==> config.mk <==
export PLATFORM = sky130hd
export DESIGN_NAME = traffic_light_fsm
export DESIGN_NICKNAME = d
export VERILOG_FILES = /design/src/rtl/traffic_light_fsm.sv
export SDC_FILE = /design/constraint.sdc
export NUM_CORES = 1
export LEC_CHECK = 0
export ABC_AREA = 1
export CAP_MARGIN = 5
export CORE_MARGIN = 4
export CORE_UTILIZATION = 48
export DETAILED_ROUTE_END_ITERATION = 6
export GPL_ROUTABILITY_DRIVEN = 1
export PLACE_DENSITY = 0.81
export RECOVER_POWER = 100
export SLEW_MARGIN = 20
export SYNTH_ARGS = -nofsm -noshare
export SYNTH_HDL_FRONTEND = slang
export SYNTH_SLANG_ARGS = --single-unit
==> constraint.sdc <==
create_clock -name clk -period 4.3 [get_ports clk]
set_clock_uncertainty 0.15 [all_clocks]
set_input_delay 1.075 -clock clk [delete_from_list [all_inputs] [get_ports clk]]
set_output_delay 1.075 -clock clk [all_outputs]
set_load 0.01 [all_outputs]
==> src/rtl/traffic_light_fsm.sv <==
// Traffic light sequencer: IDLE -> GREEN -> YELLOW -> RED -> GREEN ... with per-phase countdown.
// Optional pedestrian-request shortening of GREEN is compiled in with `define PED_REQ_EN.
module traffic_light_fsm #(
    parameter int TIME_W    = 4,
    parameter int MIN_GREEN = 2
) (
    input  logic              clk,
    input  logic              reset_b,
    input  logic [TIME_W-1:0] red_time,
    input  logic [TIME_W-1:0] yellow_time,
    input  logic [TIME_W-1:0] green_time,
    input  logic              enable,
`ifdef PED_REQ_EN
    input  logic              ped_req,
    output logic              ped_pend,
`endif
    output logic              red_on,
    output logic              yellow_on,
    output logic              green_on,
    output logic [1:0]        state,
    output logic [TIME_W-1:0] count_rem,
    output logic              phase_done
);

    typedef enum logic [1:0] {
        ST_IDLE   = 2'b00,
        ST_GREEN  = 2'b01,
        ST_YELLOW = 2'b10,
        ST_RED    = 2'b11
    } phase_t;

    localparam logic [TIME_W-1:0] ZERO = '0;
    localparam logic [TIME_W-1:0] ONE  = TIME_W'(1);

    // MIN_GREEN has to be representable in count_rem; the block only exists to flag misuse in elaboration logs.
    if (MIN_GREEN < 0 || MIN_GREEN >= (1 << TIME_W)) begin : g_min_green_out_of_range
    end

    phase_t            state_reg, state_next;
    logic [TIME_W-1:0] count_reg, count_next;
    logic              phase_done_reg, phase_done_next;
    phase_t            succ_phase;
    logic [TIME_W-1:0] succ_load;
    logic [TIME_W-1:0] green_load;

    // A phase of time T lasts max(T,1) cycles, so the counter starts at T-1 saturated at zero.
    function automatic logic [TIME_W-1:0] phase_load(input logic [TIME_W-1:0] t);
        return (t == ZERO) ? ZERO : t - ONE;
    endfunction

    assign green_load = phase_load(green_time);

    always_comb begin
        succ_phase = ST_GREEN;
        succ_load  = green_load;
        case (state_reg)
            ST_GREEN: begin
                succ_phase = ST_YELLOW;
                succ_load  = phase_load(yellow_time);
            end
            ST_YELLOW: begin
                succ_phase = ST_RED;
                succ_load  = phase_load(red_time);
            end
            default: begin
                succ_phase = ST_GREEN;
                succ_load  = green_load;
            end
        endcase
    end

`ifdef PED_REQ_EN
    localparam logic [TIME_W-1:0] MIN_GREEN_T = TIME_W'(MIN_GREEN);

    logic ped_pend_reg, ped_pend_next;
    logic pend_now;

    // A request seen outside GREEN counts immediately, even on the edge that enters GREEN.
    assign pend_now = ped_pend_reg | (ped_req && (state_reg != ST_GREEN));
`endif

    always_comb begin
        state_next      = state_reg;
        count_next      = count_reg;
        phase_done_next = 1'b0;
`ifdef PED_REQ_EN
        ped_pend_next   = ped_pend_reg;
`endif
        if (enable) begin
            if (state_reg == ST_IDLE) begin
                state_next = ST_GREEN;
                count_next = green_load;
            end else if (count_reg != ZERO) begin
                count_next = count_reg - ONE;
            end else begin
                state_next      = succ_phase;
                count_next      = succ_load;
                phase_done_next = 1'b1;
            end
`ifdef PED_REQ_EN
            if (state_reg == ST_GREEN) begin
                if (ped_req && (count_reg > MIN_GREEN_T)) begin
                    count_next = MIN_GREEN_T;
                end
            end else begin
                ped_pend_next = pend_now;
                if (state_next == ST_GREEN && pend_now) begin
                    ped_pend_next = 1'b0;
                    if (green_load > MIN_GREEN_T) begin
                        count_next = MIN_GREEN_T;
                    end
                end
            end
`endif
        end
    end

    always_ff @(posedge clk or negedge reset_b) begin
        if (!reset_b) begin
            state_reg      <= ST_IDLE;
            count_reg      <= '0;
            phase_done_reg <= 1'b0;
        end else begin
            state_reg      <= state_next;
            count_reg      <= count_next;
            phase_done_reg <= phase_done_next;
        end
    end

`ifdef PED_REQ_EN
    always_ff @(posedge clk or negedge reset_b) begin
        if (!reset_b) begin
            ped_pend_reg <= 1'b0;
        end else begin
            ped_pend_reg <= ped_pend_next;
        end
    end

    assign ped_pend = ped_pend_reg;
`endif

    // Lamps are a pure decode of the state register so they cannot glitch on input changes.
    assign green_on   = (state_reg == ST_GREEN);
    assign yellow_on  = (state_reg == ST_YELLOW);
    assign red_on     = (state_reg == ST_RED) || (state_reg == ST_IDLE);
    assign state      = state_reg;
    assign count_rem  = count_reg;
    assign phase_done = phase_done_reg;

endmodule
Word level (Yosys, flattened, before mapping)
Index checks and enable logic that the tools add are counted.
W data, S select, Z words.
- add/subtract/negate cells: 4
- equal/unequal tests: 4
- muxes and demuxes: 12
- reductions and logical operators: 7
- operators with widths (kind ; count):
    $mux W4 ; 5
    $sub A4 B1 Y4 const B ; 4
    $logic_not A4 Y1 ; 3
    $pmux W4 S2 ; 1
    $eq A2 B2 Y1 const B ; 2
    $mux W2 ; 2
    $pmux W2 S2 ; 1
    $reduce_bool A4 Y1 ; 1
    $mux W1 ; 3
    $eq A2 B1 Y1 const B ; 1
    $logic_not A2 Y1 ; 1
    $ne A2 B2 Y1 const B ; 1
    $reduce_and A2 Y1 ; 1
    $logic_or A1 B1 Y1 ; 1
- bits in registers: 7
- input bits: 15
- output and inout bits: 10
- logic and storage cells: 30

Depth between registers and ports, before layout
Gate-level depths: netlist of run 1.
- word-level depth: 5
- gate-level depth with buffers: 11
- gate-level depth less buffers: 11

Worst setup path after synthesis of run 1
OpenSTA, ideal clock, no wires.
- path kind: reg-to-output
- from: register state_reg[0] (netlist: state[0])
- to: output red_on
- arrival: 1.013 ns
- data required time: 3.075 ns
- setup slack: 2.062 ns
- stages on the path, launching flop included: 4
- path buffers: 0
- cells stage by stage: dfrtp_1 > inv_1 > ha_1 > inv_1
- cells in the longest elaborated chain, start to end: 2
- elaborated cells between the ends (all ways): 3
- those cells by class: 1 x eq/ne; 2 x reduce/logical
- ends and longest elaborated chain (item ; RTL line ; source):
    start, declared ; 39 ; phase_t state_reg, state_next;
    start signal, assigned ; 124 ; state_reg <= state_next;
    $eq A2 B2 Y1 or $logic_not A2 Y1 (tied branches) ; 145 ; assign red_on = (state_reg == ST_RED) || (state_reg == ST_IDLE);
    $logic_or A1 B1 Y1 (*) ; 145 ;
    end, declared ; 17 ; output logic red_on,
Every way passes the cells marked *; elsewhere a longest branch is shown, timed or not.

Worst setup path in the final report of run 1
Ends and elaborated chain as after synthesis.

==> impl_metrics.csv, run 1 <==
group,metric,value,unit
placed_design,gp_routability_congestion,0.836,
finish,area_overhead_of_the_layout_relative_to_synthesis,36.5,%
timing,finalCriticalPeriod,3140,ps
timing,setup_repair_after_global_routing_missed_its_margin,"false",
setup_path,timing_startpoint_of_the_critical_path,"state[0]$_DFFE_PN0P_",
timing,slew-limit-headroom,0.776,
floorplan,io_pins,25,
placed_design,detailed_place.area,1030,um2
yosys,synth_nets,150,
hold_path,holdCritStartpoint,"count_rem[3]$_DFFE_PN0P_",
clocking,tritoncts_clock_tree,"done",
run,max_cap_viol_count,0,
clocking,clk_root_buffer_cell,"clkbuf_4",
drt,routedWlPerCell,10.7,um
floorplan,fp.dieH,48.0,um
yosys,yosys.cell_types.count,17,
yosys,yosys_register_bits,7,
yosys,avgSynthCellArea,6.10,um2
global_routing,grt_max_degree,9,
drt,drt.antenna.violating_nets,0,
timing,timing.final.max_slew_violations,0,
setup_path,setup.worst_path.end_class,"output pin",
hold_path,worst_hold_path_type,"reg -> reg",
yosys,synth.yosys.seq_area_share,0.228,
timing,hold-worst-slack,389,ps
yosys,yosys_warnings,0,
clocking,clock_tree.htree_level_count,1,
drt,dr.first_iter.drc_count,6,
clocking,cts-buffers-inserted,3,
timing,achievable-frequency,319,MHz
placed_design,pre_cts_slack,1520,ps
drt,wl,1820,um
timing,finalHoldViolations,0,
finish,stdcell_count,170,
clocking,path_clk_slew,60,ps
finish,flip_flop_count_of_the_largest_register_after_layout,4,
timing,tightestPinTransition,335,ps
finish,antenna_cells_inserted,0,
placed_design,placed_cells_incl_taps,166,
yosys,ys_top_cells_by_area,"dfrtp_1, nand2_1, ha_1",
floorplan,rows,14,
clocking,clockBufferDepth,2,
global_routing,grt_antenna_before_repair,0,
power_and_ir_drop,post-layout-total-power,554,uW
finish,design_area,1050,um2
power_and_ir_drop,vdd_drop_max,0.275,mV
timing,post-route-worst-setup-slack,1160,ps
clocking,clkSinkCount,7,
floorplan,coreArea,1510,um2
drt,number_of_remaining_drc_errors,0,
global_routing,grt_pass1_vias,765,
finish,finish.net_count,179,
power_and_ir_drop,powerDensity,528,nW/um2
drt,vias,856,
global_routing,grt_pass1_wl,3060,um
clocking,cts_resized,0,
clocking,quantity_of_hold_fixing_buffers_added_after_cts,0,
floorplan,floorplan.initialDensity,0.510,
drt,first_pass_drt_iterations,4,
setup_path,critPathLaunchType,"flip-flop",
clocking,clkLatencyLatePin,260,ps
yosys,netlist_instances,126,
status,outcome,"finished, final reports clean",
setup_path,cp_max_fo,6,
global_routing,global_route.overflow_total,0,
placed_design,post-dp-hpwl,1550,um
finish,post-route-util,0.696,
finish,drive_above_1_share,0.0519,
global_routing,groute.usage.overall,0.186,
floorplan,die-width,48.0,um
setup_path,data_arrival_critical_path,1910,ps
power_and_ir_drop,static-leakage-power,0.582,nW
placed_design,io_buffer_count,24,
timing,tns,0,ps
setup_path,r2r-start,"state[1]$_DFFE_PN0P_",
yosys,yosys.area.top_type_share,0.228,
floorplan,design.die.area,2300,um2
yosys,synth_area,768,um2
clocking,post_cts_buffers,0,
yosys,synth_largest_area_cell,"dfrtp_1",
drt,vias_per_cell,5.04,
setup_path,critical_setup_path_class,"reg -> out",
setup_path,worstPathRequired,3070,ps
timing,report.final.setup_viol,0,
timing,timing.final.crit_share,0.729,
-- routing by layer --
layer,up-vias,global-route usage,wire length (um)
met3,2,0.0150,103
met2,22,0.327,899
met1,381,0.228,799
met4,0,0.0806,18
li1,451,-,-
met5,-,0,0
-- cells in the final DEF, fill, tap and decap left out --
master,Yosys,routed
a21boi_0,1,2
a21oi_1,5,6
a21oi_2,2,1
a22oi_1,1,1
clkbuf_4,0,3
clkdlybuf4s50_1,0,11
clkinv_2,0,1
dfrtp_1,7,7
dlygate4sd3_1,0,13
ha_1,9,9
inv_1,25,25
inv_2,1,1
nand2_1,35,35
nand3_1,15,15
nor2_1,15,15
nor2_2,1,1
o211ai_1,1,1
o21ai_0,5,5
o22ai_1,1,1
or2_2,1,1
-- final timing paths --
path / slack [ps] / endpoint / cells after the start
worst min register to register: 390 / count_rem[3]$_DFFE_PN0P_ / 2
worst min-delay path: 390 / count_rem[3]$_DFFE_PN0P_ / 2
max in group asynchronous: 2760 / state[1]$_DFFE_PN0P_ / 1
worst max-delay path: 1160 / red_on / 4
worst max register to register: 2640 / count_rem[3]$_DFFE_PN0P_ / 7
min in group asynchronous: 990 / count_rem[3]$_DFFE_PN0P_ / 1
-- Yosys cell counts --
cell type  number
inv_2           1
or2_2           1
ha_1            9
a21boi_0        1
o211ai_1        1
o22ai_1         1
o21ai_0         5
a21boi_2        1
nor2_1         15
a21oi_2         2
inv_1          25
nand2_1        35
nand3_1        15
nor2_2          1
dfrtp_1         7
a22oi_1         1
a21oi_1         5
-- critical path: stages, from the launching register on --
cell and delay (ps):
dfrtp_1 410, inv_1 90, ha_1 360, inv_1 170
dlygate4sd3_1 630
-- area by class of cell --
cell class              instances  area (um2)
fillers                       130         458
multi-input cells              93         488
well taps                      16        20.0
repair buffers                 24         240
clock inverters                 1        5.00
inverters                      26        97.6
clock buffers                   3        22.5
flip-flops and latches          7         175
-- power breakdown --
part	internal, mW	switching, mW
Combinational	0.166	0.204
Sequential	0.0955	0.0233
Clock	0.0343	0.0302
Total	0.296	0.258
-- cells by family (layout without fill, tap and decap cells) --
family / after synthesis / in the layout / synth area share
flops: 7 / 7 / 0.228
buf+inv: 26 / 54 / 0.127
compound gates: 17 / 17 / 0.140
simple gates: 67 / 67 / 0.358
fa+ha+maj: 9 / 9 / 0.147
Note: power is estimated with default switching activity, not from simulation.
==> inputs of run 2 (changes only) <==
--- a/config.mk
+++ b/config.mk
@@ -8,10 +8,10 @@
 export ABC_AREA = 1
 export CAP_MARGIN = 5
 export CORE_MARGIN = 4
-export CORE_UTILIZATION = 48
+export CORE_UTILIZATION = 40
 export DETAILED_ROUTE_END_ITERATION = 6
 export GPL_ROUTABILITY_DRIVEN = 1
-export PLACE_DENSITY = 0.81
+export PLACE_DENSITY = 0.72
 export RECOVER_POWER = 100
 export SLEW_MARGIN = 20
 export SYNTH_ARGS = -nofsm -noshare
==> constraint.sdc (replaced) <==
create_clock -name clk -period 2.7 [get_ports clk]
set_clock_uncertainty 0.15 [all_clocks]
set_input_delay 0.675 -clock clk [delete_from_list [all_inputs] [get_ports clk]]
set_output_delay 0.675 -clock clk [all_outputs]
set_load 0.01 [all_outputs]
==> run 2 against run 1 <==
Compared with the run above:
- sequential power grew 66%
- clock power grew 43%
- largest power group unchanged
- worst hold slack gained 6.9 ps
- design area grew 1.1%
- critical path type unchanged
- count of clock-buffer cells in the layout grew 1
- total power grew 60%
- highest routed layer unchanged
==> impl_metrics.csv, run 2 (same netlist as run 1, synthesis figures left out) <==
group,metric,value,unit
power_and_ir_drop,static-leakage-power,0.577,nW
finish,antenna_cells_inserted,0,
drt,number_of_remaining_drc_errors,0,
global_routing,grt_max_degree,9,
status,outcome,"finished, final reports clean",
drt,vias,821,
setup_path,worstPathRequired,1880,ps
timing,timing.final.max_slew_violations,0,
drt,wl,1730,um
floorplan,io_pins,25,
finish,layout_commonest_cell,"nand2_1",
drt,drt.antenna.violating_nets,0,
setup_path,cp_max_fo,6,
clocking,clock_tree.htree_level_count,1,
timing,finalCriticalPeriod,2570,ps
floorplan,die-width,51.8,um
clocking,quantity_of_hold_fixing_buffers_added_after_cts,0,
setup_path,setup.worst_path.end_class,"output pin",
setup_path,r2r_cells,7,
setup_path,cp.depth,4,
timing,slew-limit-headroom,0.765,
placed_design,io_buffer_count,24,
run,max_cap_viol_count,0,
drt,first_pass_drt_iterations,4,
timing,finalHoldViolations,0,
clocking,tritoncts_clock_tree,"done",
global_routing,grt_pass1_wl,2780,um
clocking,clockBufferDepth,2,
clocking,clk_root_buffer_cell,"clkbuf_4",
setup_path,r2r-start,"state[1]$_DFFE_PN0P_",
hold_path,holdCritStartpoint,"state[1]$_DFFE_PN0P_",
setup_path,critical_setup_path_class,"reg -> out",
clocking,path_clk_slew,50,ps
power_and_ir_drop,vdd_drop_max,0.364,mV
timing,timing.final.crit_share,0.951,
setup_path,critical_path_buf_inv_count,3,
timing,tns,0,ps
timing,setup_repair_after_global_routing_missed_its_margin,"false",
hold_path,worst_hold_path_type,"reg -> reg",
clocking,clkLatencyLatePin,250,ps
global_routing,grt_pass1_vias,726,
floorplan,design.die.area,2690,um2
finish,finish.net_count,179,
floorplan,rows,15,
drt,vias_per_cell,4.59,
finish,post-route-util,0.601,
setup_path,r2r-end,"count_rem[3]$_DFFE_PN0P_",
global_routing,groute.usage.overall,0.131,
floorplan,floorplan.initialDensity,0.435,
setup_path,timing_startpoint_of_the_critical_path,"state[1]$_DFFE_PN0P_",
floorplan,coreArea,1760,um2
setup_path,critical-path-max-stage-delay,550,ps
finish,drive_above_1_share,0.0584,
finish,flip_flop_count_of_the_largest_register_after_layout,4,
setup_path,critPathLaunchType,"flip-flop",
timing,achievable-frequency,389,MHz
setup_path,path_delay_family,"buffers and inverters",
global_routing,global_route.overflow_total,0,
clocking,clkSinkCount,7,
finish,most_used_cells_in_the_layout_excluding_fill_and_tap_cells,"nand2_1, inv_1, nand3_1, nor2_1",
timing,tightestPinTransition,349,ps
setup_path,crit_slowest_cell,"clkdlybuf4s50_1",
drt,dr.first_iter.drc_count,11,
placed_design,gp_routability_congestion,0.836,
floorplan,fp.dieH,51.8,um
clocking,cts_resized,0,
setup_path,crit_path_cell_trace,"inv_1, ha_1, inv_2, clkdlybuf4s50_1",
placed_design,post-dp-hpwl,1510,um
setup_path,data_arrival_critical_path,1740,ps
drt,routedWlPerCell,9.64,um
clocking,post_cts_buffers,0,
global_routing,grt_antenna_before_repair,0,
finish,area_overhead_of_the_layout_relative_to_synthesis,37.9,%
power_and_ir_drop,powerDensity,838,nW/um2
clocking,cts-buffers-inserted,3,
setup_path,ff2ff_setup_slack,980,ps
setup_path,crit_end,"red_on",
timing,report.final.setup_viol,0,
-- run 2: cell count changes in the layout (fill, tap and decap cells not counted), sizes merged --
cell           change
clkinv             -1
clkdlybuf4s50      +1
clkbuf             +1
dlygate4sd3        -1
-- run 2: power by group --
| part | switching, mW | internal, mW | total (mW) |
|---|---|---|---|
| sequential | 0.0441 | 0.154 | 0.198 |
| combinational | 0.326 | 0.272 | 0.598 |
| clock | 0.0363 | 0.0562 | 0.0925 |
| total | 0.406 | 0.482 | 0.888 |
-- run 2: final cells by class --
cell class	instances	area, um2
Multi-Input combinational cell	93	488
Sequential cell	7	176
Fill cell	188	704
Timing Repair Buffer	24	240
Tap cell	25	31.3
Clock buffer	4	26.3
Inverter	26	97.6
-- run 2: through the flow --
stage | power, mW | worst slack, ps | std cells | hold slack (ps) | cell area [um2]
2_1_floorplan | 0.575 | 862 | 126 | 229 | 768
3_3_place_gp | 0.817 | 351 | 175 | 388 | 1040
3_5_place_dp | 0.828 | 311 | 175 | 401 | 1040
4_1_cts | 0.926 | 31.2 | 179 | 413 | 1070
5_1_grt | 0.986 | 16.5 | 179 | 466 | 1060
6_report | 0.888 | 132 | 179 | 396 | 1060
-- run 2: worst min-delay path by stage --
stage | endpoint | slack (ps) | cells past startpoint
floorplan | count_rem[0]$_DFFE_PN0P_ | 230 | 0
global placement | state[1]$_DFFE_PN0P_ | 390 | 2
detailed placement | state[1]$_DFFE_PN0P_ | 400 | 2
CTS | state[1]$_DFFE_PN0P_ | 410 | 2
global route | count_rem[2]$_DFFE_PN0P_ | 470 | 2
finish | state[1]$_DFFE_PN0P_ | 400 | 2
-- run 2: routing by layer --
layer | GRT usage | vias up | share of wire
li1 | - | 454 | -
met5 | 0 | - | 0
met2 | 0.230 | 17 | 0.46
met1 | 0.168 | 348 | 0.49
met4 | 0.0524 | 0 | 0.013
met3 | 0.00287 | 2 | 0.035
-- run 2: worst register-to-register path: cells and delay by family (launching register included) --
family,cells,cell delay (ps)
adder cells (fa/ha/maj),1,200
buffers and inverters,1,120
AO/OA/AOI/OAI,2,490
AND/OR/NAND/NOR,3,290
flip-flops,1,400
